`src/rtl/alu_seq.sv`:
```
// rtl/alu_seq.sv - multi-byte operation sequencer driving an 8-bit ALU one byte per clock
module alu_seq #(
   parameter int NBYTES = 2
) (
   input  logic                  clk,
   input  logic                  reset,
   input  logic                  start,
   input  logic [2:0]            op,
   input  logic [8*NBYTES-1:0]   opa,
   input  logic [8*NBYTES-1:0]   opb,
   output logic                  busy,
   output logic                  done,
   output logic                  err,
   output logic [8*NBYTES-1:0]   result,
   output logic                  carry_out,
   output logic                  parity,
   output logic [3:0]            alu_cmd,
   output logic [7:0]            alu_a,
   output logic [7:0]            alu_b,
   output logic                  alu_sc_i,
   output logic                  alu_pari_in,
   input  logic [7:0]            alu_rslt,
   input  logic                  alu_sc_o,
   input  logic                  alu_sc_en,
   input  logic                  alu_sc_clr,
   input  logic                  alu_pari,
   input  logic                  alu_pari_en,
   input  logic                  alu_pari_clr
);
   localparam int W  = 8 * NBYTES;
   localparam int IW = (NBYTES > 1) ? $clog2(NBYTES) : 1;
   localparam logic [IW-1:0] LAST = IW'(NBYTES - 1);

   localparam logic [2:0] OP_ADD = 3'd0;
   localparam logic [2:0] OP_SUB = 3'd1;
   localparam logic [2:0] OP_SHL = 3'd2;
   localparam logic [2:0] OP_LSR = 3'd3;
   localparam logic [2:0] OP_ASR = 3'd4;
   localparam logic [2:0] OP_PAR = 3'd5;

   typedef enum logic [1:0] {S_IDLE, S_RUN, S_DONE} state_t;

   state_t          state_q;
   logic [2:0]      op_q;
   logic [W-1:0]    opa_q, opb_q, result_q;
   logic [IW-1:0]   idx_q, byte_sel;
   logic            sc_q, pari_q, sc_d, pari_d;
   logic            busy_q, done_q, err_q, carry_out_q, parity_q;
   logic            run, first;
   int              base;

   always_comb begin
      run         = (state_q == S_RUN);
      first       = (idx_q == '0);
      byte_sel    = ((op_q == OP_LSR) || (op_q == OP_ASR)) ? (LAST - idx_q) : idx_q;
      base        = 8 * int'(byte_sel);
      alu_cmd     = 4'd0;
      alu_a       = 8'd0;
      alu_b       = 8'd0;
      alu_sc_i    = 1'b0;
      alu_pari_in = 1'b0;
      if (run) begin
         alu_a       = opa_q[base +: 8];
         alu_sc_i    = first ? (op_q == OP_SUB) : sc_q;
         alu_pari_in = first ? 1'b0 : pari_q;
         case (op_q)
            OP_ADD, OP_SUB: begin
               alu_cmd = 4'd0;
               alu_b   = opb_q[base +: 8];
            end
            OP_SHL:  alu_cmd = 4'd2;
            OP_LSR:  alu_cmd = 4'd4;
            OP_ASR:  alu_cmd = first ? 4'd3 : 4'd4;
            OP_PAR:  alu_cmd = 4'd8;
            default: alu_cmd = 4'd0;
         endcase
      end
      // Load beats clear when the ALU asserts both in the same cycle.
      sc_d = sc_q;
      if (alu_sc_en)       sc_d = alu_sc_o;
      else if (alu_sc_clr) sc_d = 1'b0;
      pari_d = pari_q;
      if (alu_pari_en)       pari_d = alu_pari;
      else if (alu_pari_clr) pari_d = 1'b0;
   end

   always_ff @(posedge clk or posedge reset) begin
      if (reset) begin
         state_q     <= S_IDLE;
         op_q        <= 3'd0;
         opa_q       <= '0;
         opb_q       <= '0;
         result_q    <= '0;
         idx_q       <= '0;
         sc_q        <= 1'b0;
         pari_q      <= 1'b0;
         busy_q      <= 1'b0;
         done_q      <= 1'b0;
         err_q       <= 1'b0;
         carry_out_q <= 1'b0;
         parity_q    <= 1'b0;
      end else begin
         case (state_q)
            S_IDLE: begin
               done_q <= 1'b0;
               if (start) begin
                  op_q     <= op;
                  opa_q    <= opa;
                  opb_q    <= (op == OP_SUB) ? ~opb : opb;
                  result_q <= '0;
                  sc_q     <= 1'b0;
                  pari_q   <= 1'b0;
                  idx_q    <= '0;
                  busy_q   <= 1'b1;
                  err_q    <= (op > OP_PAR);
                  if (op > OP_PAR) begin
                     state_q     <= S_DONE;
                     done_q      <= 1'b1;
                     carry_out_q <= 1'b0;
                     parity_q    <= 1'b0;
                  end else begin
                     state_q <= S_RUN;
                  end
               end
            end
            S_RUN: begin
               sc_q                <= sc_d;
               pari_q              <= pari_d;
               result_q[base +: 8] <= alu_rslt;
               idx_q               <= idx_q + 1'b1;
               if (idx_q == LAST) begin
                  state_q     <= S_DONE;
                  done_q      <= 1'b1;
                  carry_out_q <= sc_d;
                  parity_q    <= pari_d;
                  if (op_q == OP_PAR)
                     result_q <= {{(W-1){1'b0}}, pari_d};
               end
            end
            S_DONE: begin
               done_q  <= 1'b0;
               busy_q  <= 1'b0;
               state_q <= S_IDLE;
            end
            default: state_q <= S_IDLE;
         endcase
      end
   end

   assign busy      = busy_q;
   assign done      = done_q;
   assign err       = err_q;
   assign result    = result_q;
   assign carry_out = carry_out_q;
   assign parity    = parity_q;
endmodule

```
`config.mk`:
```
export PLATFORM = sky130hd
export DESIGN_NAME = alu_seq
export DESIGN_NICKNAME = d
export VERILOG_FILES = /design/src/rtl/alu_seq.sv
export SDC_FILE = /design/constraint.sdc
export NUM_CORES = 1
export LEC_CHECK = 0
export ABC_CLOCK_PERIOD_IN_PS = 2500
export CAP_MARGIN = 15
export CORE_MARGIN = 2
export CORE_UTILIZATION = 25
export DETAILED_ROUTE_END_ITERATION = 8
export PLACE_DENSITY_LB_ADDON = 0.05
export SLEW_MARGIN = 25
export SYNTH_ARGS = -nofsm -noshare
export SYNTH_HDL_FRONTEND = slang
export SYNTH_SLANG_ARGS = --single-unit
```
`constraint.sdc`:
```
create_clock -name clk -period 2.5 [get_ports clk]
set_input_delay 0.375 -clock clk [delete_from_list [all_inputs] [get_ports clk]]
set_output_delay 0.375 -clock clk [all_outputs]
set_load 0.02 [all_outputs]
```
==> key figures, run 1 <==
Die
  • Num rows: between 40 and 50
  • Io pins: 95
  • Starting Density: between 20 and 30%
  • Die Wd: approximately 120 um
  • Core ar.: 13,830 sq um
  • Die ar.: between 15,000 and 20,000 sq um
  • Die span in y: around 120 um

Setup path
  • Worst path max stage delay: 0.41 ns
  • Worst r2r dst: result[11]
  • Startpoint Class: flop
  • Nature of the critical path endpoint: output port
  • Flop-to-flop setup slack: between 0.5 and 0.6 ns
  • CP Class: reg -> out
  • Worst path arrival time: 2.06 ns
  • Slowest-stage cell, CP: dfrtp_1
  • Worst r2r path cells: 6
  • CP required: approximately 2.1 ns
  • Worst path cell trace: and3b_2 > or3_1 > buf_12 > nand3_1 > a21oi_1 > clkdlybuf4s15_1
  • CP delay by family, top: simple AND/OR/NAND/NOR gates
  • Largest fanout on the critical path: 16
  • Worst r2r src: op_q[1]
  • Worst Path Buf+Inv: 2

Layout
  • # diodes: 0
  • Share of cells above drive strength 1: ~23%
  • Final net count: between 500 and 600
  • Syn-to-layout area delta: 40.21%
  • Post-route design area: approximately 5000 sq um
  • Util after Layout: 35.88%

Yosys
  • Synth top area share: 43.14%
  • Synth warn: 0
  • Count of cell types in the netlist: 48
  • Count of state elements after synthesis: slightly above 60
  • Area contributors post-synth: dfrtp_1, mux2_2, nand2_1
  • Post-synth EDFFs: 0
  • Area leader, netlist: dfrtp_1
  • Syn Inst Count: 361
  • Ys flop type: dfrtp_1
  • Top post-synthesis cells by count: dfrtp_1, nand2_1, o21ai_0
  • Syn nets: 417
  • Syn Area/Cell: a little under 10 sq um
  • Async SR Flop Fraction: 100.0%
  • Register area share after synthesis: around 43%
  • Synth Cell Area: about 3500 sq um
  • Count leader, synth: dfrtp_1

Clock tree
  • Clk sinks: 61
  • Clock root buffer: clkbuf_16
  • CTS clock-pin slew for the worst setup and hold paths: 0.05 ns
  • H-tree Lvls: 3
  • Cts bufs inserted: 9
  • Cts hold-fix bufs: 0
  • CTS max path bufs: 2
  • Clock Latency Late Sink: between 0.3 and 0.4 ns
  • CTS tree: built

Job
  • Number of max-cap violations: 0

Routing
  • Number of remaining DRC errors: 0
  • Routed Antenna Nets: 0
  • WL final: roughly 10,000 um
  • Routed len/inst: between 15 and 20 um
  • Initial DRC count: 134
  • Vias: 2,977
  • Vias/cell: ~4.7
  • First-pass DRT Iterations: 6

Timing
  • WHS: approximately 0.41 ns
  • Max Clk Rate: approximately 0.4 GHz
  • Hold Vio Cnt, Final: 0
  • Min Clock Period, post-route: roughly 2.4 ns
  • Setup TNS: 0 ns
  • Worst-Margin Slew: roughly 0.53 ns
  • # setup viols final: 0
  • Final Skew: about 0.0034 ns
  • Slew HR: 64.44%
  • Unrepaired setup endpoints after global routing: true
  • Final worst slack: 0.06838 ns
  • Final period utilization: 97.26%
  • Max-slew violation count: 0

Placement
  • Placed Area: 4762 sq um
  • Pre-CTS setup slack: roughly 0.020 ns
  • Dpl hpwl: approximately 6900 um
  • Port bufs: 94
  • Final Wtd Congestion: 0.6937

Status
  • Outcome: complete, no violations

GRT
  • Global-route wire length before repair: around 17,000 um
  • Gr ovfl total: 0
  • Largest net degree at the start of global routing: 62
  • Initial antenna violation count: 0
  • Vias in the first global route: a little over 3,000
  • GRT Util Overall: ~14%

Power and ir drop
  • Peak supply drop: 0.4481 mV
  • Pleak: approximately 2.1 nW
  • Cell Pwr Density: roughly 1200 nW/um^2

Worst hold path
  • Worst Hold Class: in -> async
where the power goes:
group | internal [mW] | switching (mW) | leakage, nW
sequential | 1.45 | 0.328 | 0.770
combinational | 1.36 | 1.71 | 1.20
clock | 0.648 | 0.421 | 0.114
kinds of logic (layout without fill, tap and decap cells):
logic type | after synthesis | after routing | share of synthesized area [%]
mux | 22 | 22 | 6.966
buf+inv | 41 | 140 | 7.108
flops | 61 | 61 | 43.14
simple gates | 113 | 113 | 17.57
compound gates | 104 | 104 | 19.84
xor+xnor | 16 | 16 | 3.960
fa+ha+maj | 4 | 4 | 1.414
final cells by class:
cell class	instances	area, sq um
Multi-Input combinational cell	259	1769
Inverter	7	26.28
Sequential cell	61	1528
Timing Repair Buffer	121	1176
Fill cell	1427	8866
Tap cell	180	225.2
Clock buffer	12	236.5
timing repair:
| item | 4_1_cts | 5_1_grt |
|---|---|---|
| resized for setup | 25 | 31 |
| hold endpoints to repair | 0 | 0 |
| pin swaps | 1 | 1 |
| buffers inserted | 1 | 1 |
| endpoints found under the setup margin | 21 | 20 |
registers in the layout, summed over array words and instances (netlist names), 2 cells and up:
signal / flops
opa_q: 16
opb_q: 16
result: 16
op_q: 3
state_q: 2
per-stage QoR:
| stage | total power, mW | cells |
|---|---|---|
| after global placement | 4.905 | 626 |
| final | 5.917 | 640 |
| after floorplan | 3.781 | 361 |
| after detailed placement | 4.922 | 626 |
| after CTS | 6.011 | 639 |
| after global routing | 6.376 | 640 |
per-layer routing:
metal | global-route usage (%) | wire, um | share of wire [%] | vias up
met1 | 18.66 | 4733 | 46 | 1410
li1 | - | - | - | 1488
met5 | 0 | 0 | 0 | -
met3 | 4.520 | 521 | 5.1 | 14
met4 | 4.616 | 171 | 1.7 | 0
met2 | 22.86 | 4810 | 47 | 65
worst max-delay path by stage:
stage | startpoint | to | depth (start not counted)
5_1_grt | op_q[1] | alu_a[2] | 6
3_5_place_dp | op_q[2] | alu_b[7] | 6
3_3_place_gp | op_q[2] | alu_b[7] | 6
2_1_floorplan | state_q[1] | alu_b[7] | 7
4_1_cts | state_q[1] | alu_b[2] | 7
6_report | op_q[1] | alu_a[2] | 6
layout by cell type, fill, tap and decap left out, types with 2 or more instances in the layout:
cell type        synthesis  routed
o211ai_2                 3       3
a41oi_1                  2       2
buf_12                   1       7
clkbuf_2                 0      14
inv_1                    7       6
dlymetal6s2s_1           0       4
nor3_1                   2       2
o21ai_0                 29      29
clkbuf_16                0       9
and3_1                   2       2
a21oi_1                 14      14
nor2b_1                  3       3
nand3_2                 10      10
dfrtp_1                 61      60
dlygate4sd2_1            0       2
o22ai_1                  2       2
xnor2_1                 16      16
o21a_1                   2       2
o211ai_1                16      16
a21oi_2                 11      11
or3_1                    2       2
nand2b_1                 4       4
o21ai_1                  9       9
clkdlybuf4s15_1          0       2
ha_1                     4       4
nor2_1                  11      11
clkbuf_1                13       3
mux2_2                  21      21
nor3b_1                  4       3
buf_4                    3      19
or3b_1                   2       2
nand3_1                 15      15
nand2_1                 49      48
o311ai_1                10      10
clkdlybuf4s50_1          0      72
worst min-delay path: stages:
cell	delay, ns
clkdlybuf4s50_1	0.41
inv_2	0.07
buf_12	0.29
Note: power is estimated with default switching activity, not from simulation.
==> run 2: changes to the inputs <==
--- a/config.mk
+++ b/config.mk
@@ -5,6 +5,7 @@
 export SDC_FILE = /design/constraint.sdc
 export NUM_CORES = 1
 export LEC_CHECK = 0
+export ABC_AREA = 1
 export ABC_CLOCK_PERIOD_IN_PS = 2500
 export CAP_MARGIN = 15
 export CORE_MARGIN = 2
==> key figures, run 2 <==
Clock tree
  • CTS clock-pin slew for the worst setup and hold paths: 0.06 ns (about the same)
  • H-tree Lvls: 3 (unchanged)
  • CTS tree: built
  • Clock root buffer: clkbuf_16
  • Cts hold-fix bufs: 0 (unchanged)
  • Clock Latency Late Sink: 0.34 ns (about the same)
  • Clk sinks: 61 (unchanged)
  • CTS max path bufs: 2 (unchanged)
  • Cts bufs inserted: 9 (unchanged)

Placement
  • Pre-CTS setup slack: 0.1318 ns (+0.1121 ns)
  • Final Wtd Congestion: 0.7619 (+9.8%)
  • Dpl hpwl: 5964 um (-14%)
  • Port bufs: 94 (unchanged)
  • Placed Cells: 663 (+5.9%)

Die
  • Core ar.: 12,520 sq um (-9.5%)
  • Die ar.: 13,640 sq um (-9.8%)
  • Die span in y: 116.8 um (-5.0%)
  • Starting Density: 25.41% (-0.18 points)
  • Io pins: 95 (unchanged)
  • Num rows: 41 (-4.7%)
  • Die Wd: 116.8 um (-5.0%)

Setup path
  • Crit path top cell by count: buf_4
  • Worst Path Buf+Inv: 4 (+2)
  • Worst path max stage delay: 0.41 ns (about the same)
  • Slowest-stage cell, CP: dfrtp_1
  • Nature of the critical path endpoint: output port
  • Worst path arrival time: 2.00 ns (-0.06 ns)
  • WP depth: 7 (+1)
  • CP delay by family, top: buffers and inverters
  • Worst path cell trace: inv_1 > ha_2 > buf_4 > buf_4 > o21ai_0 > nor2_1 > dlygate4sd2_1
  • Largest fanout on the critical path: 10 (-6)
  • Startpoint Class: flop
  • CP required: 2.12 ns (about the same)
  • Worst r2r path cells: 8 (+2)
  • CP Class: reg -> out

GRT
  • GRT Util Overall: 14.08% (-0.31 points)
  • Global-route wire length before repair: 14,380 um (-13%)
  • Met3 usage: 4.325% (-0.19 points)
  • Vias in the first global route: 2,798 (-9.6%)
  • Busiest grt layer: met2
  • Met2 Track Usage GR: 20.73% (-2.1 points)
  • Gr ovfl total: 0 (unchanged)
  • Largest net degree at the start of global routing: 36 (-42%)
  • Initial antenna violation count: 0 (unchanged)
  • M1 GR Usage: 18.98% (+0.32 points)

Layout
  • Most frequent cells in the layout: nand2_1, clkdlybuf4s50_1, nor2_1, dfrtp_1, o21ai_0
  • Syn-to-layout area delta: 46.38%
  • # diodes: 0 (unchanged)
  • Post-Layout Cell Count: 684 (+6.9%)
  • Final net count: 563 (+9.3%)
  • Commonest non-fill, non-tap cell in the layout: nand2_1
  • Share of cells above drive strength 1: 12.89% (-9.7 points)
  • Layout fillers: 1,353 (-5.2%)

Routing
  • First-pass DRT Iterations: 4 (-2)
  • Initial DRC count: 111 (-17%)
  • Routed Antenna Nets: 0 (unchanged)
  • Vias: 2,841 (-4.6%)
  • Number of remaining DRC errors: 0 (unchanged)
  • WL final: 8748 um (-15%)
  • Routed len/inst: 12.79 um (-20%)
  • Vias/cell: 4.154 (-11%)

Timing
  • Final period utilization: 95.06% (-2.2 points)
  • Setup TNS: 0 ns (unchanged)
  • # setup viols final: 0 (unchanged)
  • Unrepaired setup endpoints after global routing: false
  • Min Clock Period, post-route: 2.376 ns (-0.05524 ns)
  • Worst-Margin Slew: 0.6139 ns (+0.08456 ns)
  • Max Clk Rate: 0.4208 GHz (+2.3%)
  • Final Skew: 0.005674 ns (+0.002267 ns)
  • Final worst slack: 0.1236 ns (+0.05524 ns)
  • Max-slew violation count: 0 (unchanged)
  • Hold Vio Cnt, Final: 0 (unchanged)
  • Slew HR: 59.01% (-5.4 points)

Yosys
  • Ys flop type: dfrtp_1
  • Count of state elements after synthesis: 61 (unchanged)
  • Area contributors post-synth: dfrtp_1, nand2_1, nor2_1
  • Synth Cell Area: 3181 sq um (-10%)
  • Synth top area share: 47.99% (+4.9 points)
  • Register area share after synthesis: 47.99% (+4.9 points)
  • Syn Inst Count: 403 (+12%)
  • Count of cell types in the netlist: 32 (-33%)
  • Syn nets: 459 (+10%)
  • Post-synth EDFFs: 0 (unchanged)
  • Async SR Flop Fraction: 100.0% (unchanged)
  • Count leader, synth: nand2_1
  • Top post-synthesis cells by count: nand2_1, nor2_1, dfrtp_1
  • Area leader, netlist: dfrtp_1
  • Synth warn: 0 (unchanged)
  • Syn Area/Cell: 7.892 sq um (-19%)

Worst hold path
  • Worst Hold Class: in -> async

Power and ir drop
  • Peak supply drop: 0.4362 mV (-2.7%)
  • Pleak: 2.315 nW (+11%)
  • Post-layout total power: 6.087 mW (+2.9%)
  • Cell Pwr Density: 1307 nW/um^2 (+9.6%)

Status
  • Outcome: complete, no violations

Job
  • Number of max-cap violations: 0 (unchanged)
[run 2: changes by cell type after synthesis, moves of 14 or more]
cell,previous run,this run
inv_1,7,32
nand2_1,49,122
xor2_1,0,16
a21oi_1,14,0
mux2_2,21,0
nor2_1,11,69
o21ai_0,29,43
xnor2_1,16,0
o211ai_1,16,0
[run 2: where the power goes]
part,internal (mW),switching (mW)
clock network,0.847,0.456
logic,1.22,1.84
registers,1.45,0.275
[run 2: worst paths after layout]
check / start / to / slack, ns
hold / removal: reset / opa_q[9] / 0.44
max in group asynchronous: reset / op_q[1] / 1.44
setup / recovery: state_q[1] / alu_a[7] / 0.12
setup reg to reg: state_q[1] / result[9] / 0.58
min in group clk: opa_q[4] / opa_q[4] / 0.47
hold reg to reg: opa_q[4] / opa_q[4] / 0.47
[run 2: worst reg2reg max path, cell delays in order (launching register included)]
cell	delay [ns]
dfrtp_1	0.41
inv_1	0.09
ha_2	0.23
inv_2	0.05
buf_4	0.16
o21ai_4	0.43
nand2_4	0.23
nor2_1	0.17
nor2_2	0.05
[run 2: layout make-up]
type,count,area (sq um),area share [%]
Tap cell,172,215.2,4.622
Sequential cell,61,1529,32.84
Multi-Input combinational cell,290,1418,30.45
Timing Repair Buffer,110,1051,22.57
Clock buffer,12,266.5,5.724
Inverter,35,131.4,2.822
Clock inverter,4,45.04,0.9675
[run 2: what timing repair did]
item | CTS | global route
resized for setup | 23 | 23
endpoints found under the setup margin | 21 | 12
pin swaps | 2 | 0
cloned | 0 | 0
buffers inserted | 4 | 1
[run 2: kinds of logic after synthesis]
kind of cell             share of synthesized area (%)
AND/OR/NAND/NOR                                  28.80
flip-flops                                       47.99
AO/OA/AOI/OAI                                    9.127
adder cells (fa/ha/maj)                          1.574
buffers and inverters                            8.104
XOR/XNOR                                         4.406
[run 2: stage by stage]
step	util [%]	area [sq um]	hold WS [ns]
after CTS	37.26	4663	0.4566
after detailed placement	34.42	4308	0.4595
after global routing	37.20	4656	0.4795
after floorplan	-	3181	0.4436
final	37.20	4656	0.4355
after global placement	34.42	4308	0.4596
[run 2: layer usage]
layer	routed length (um)	vias to the layer above
met5	0	-
met4	174	0
met3	524	11
met2	3813	72
met1	4236	1297
li1	-	1461
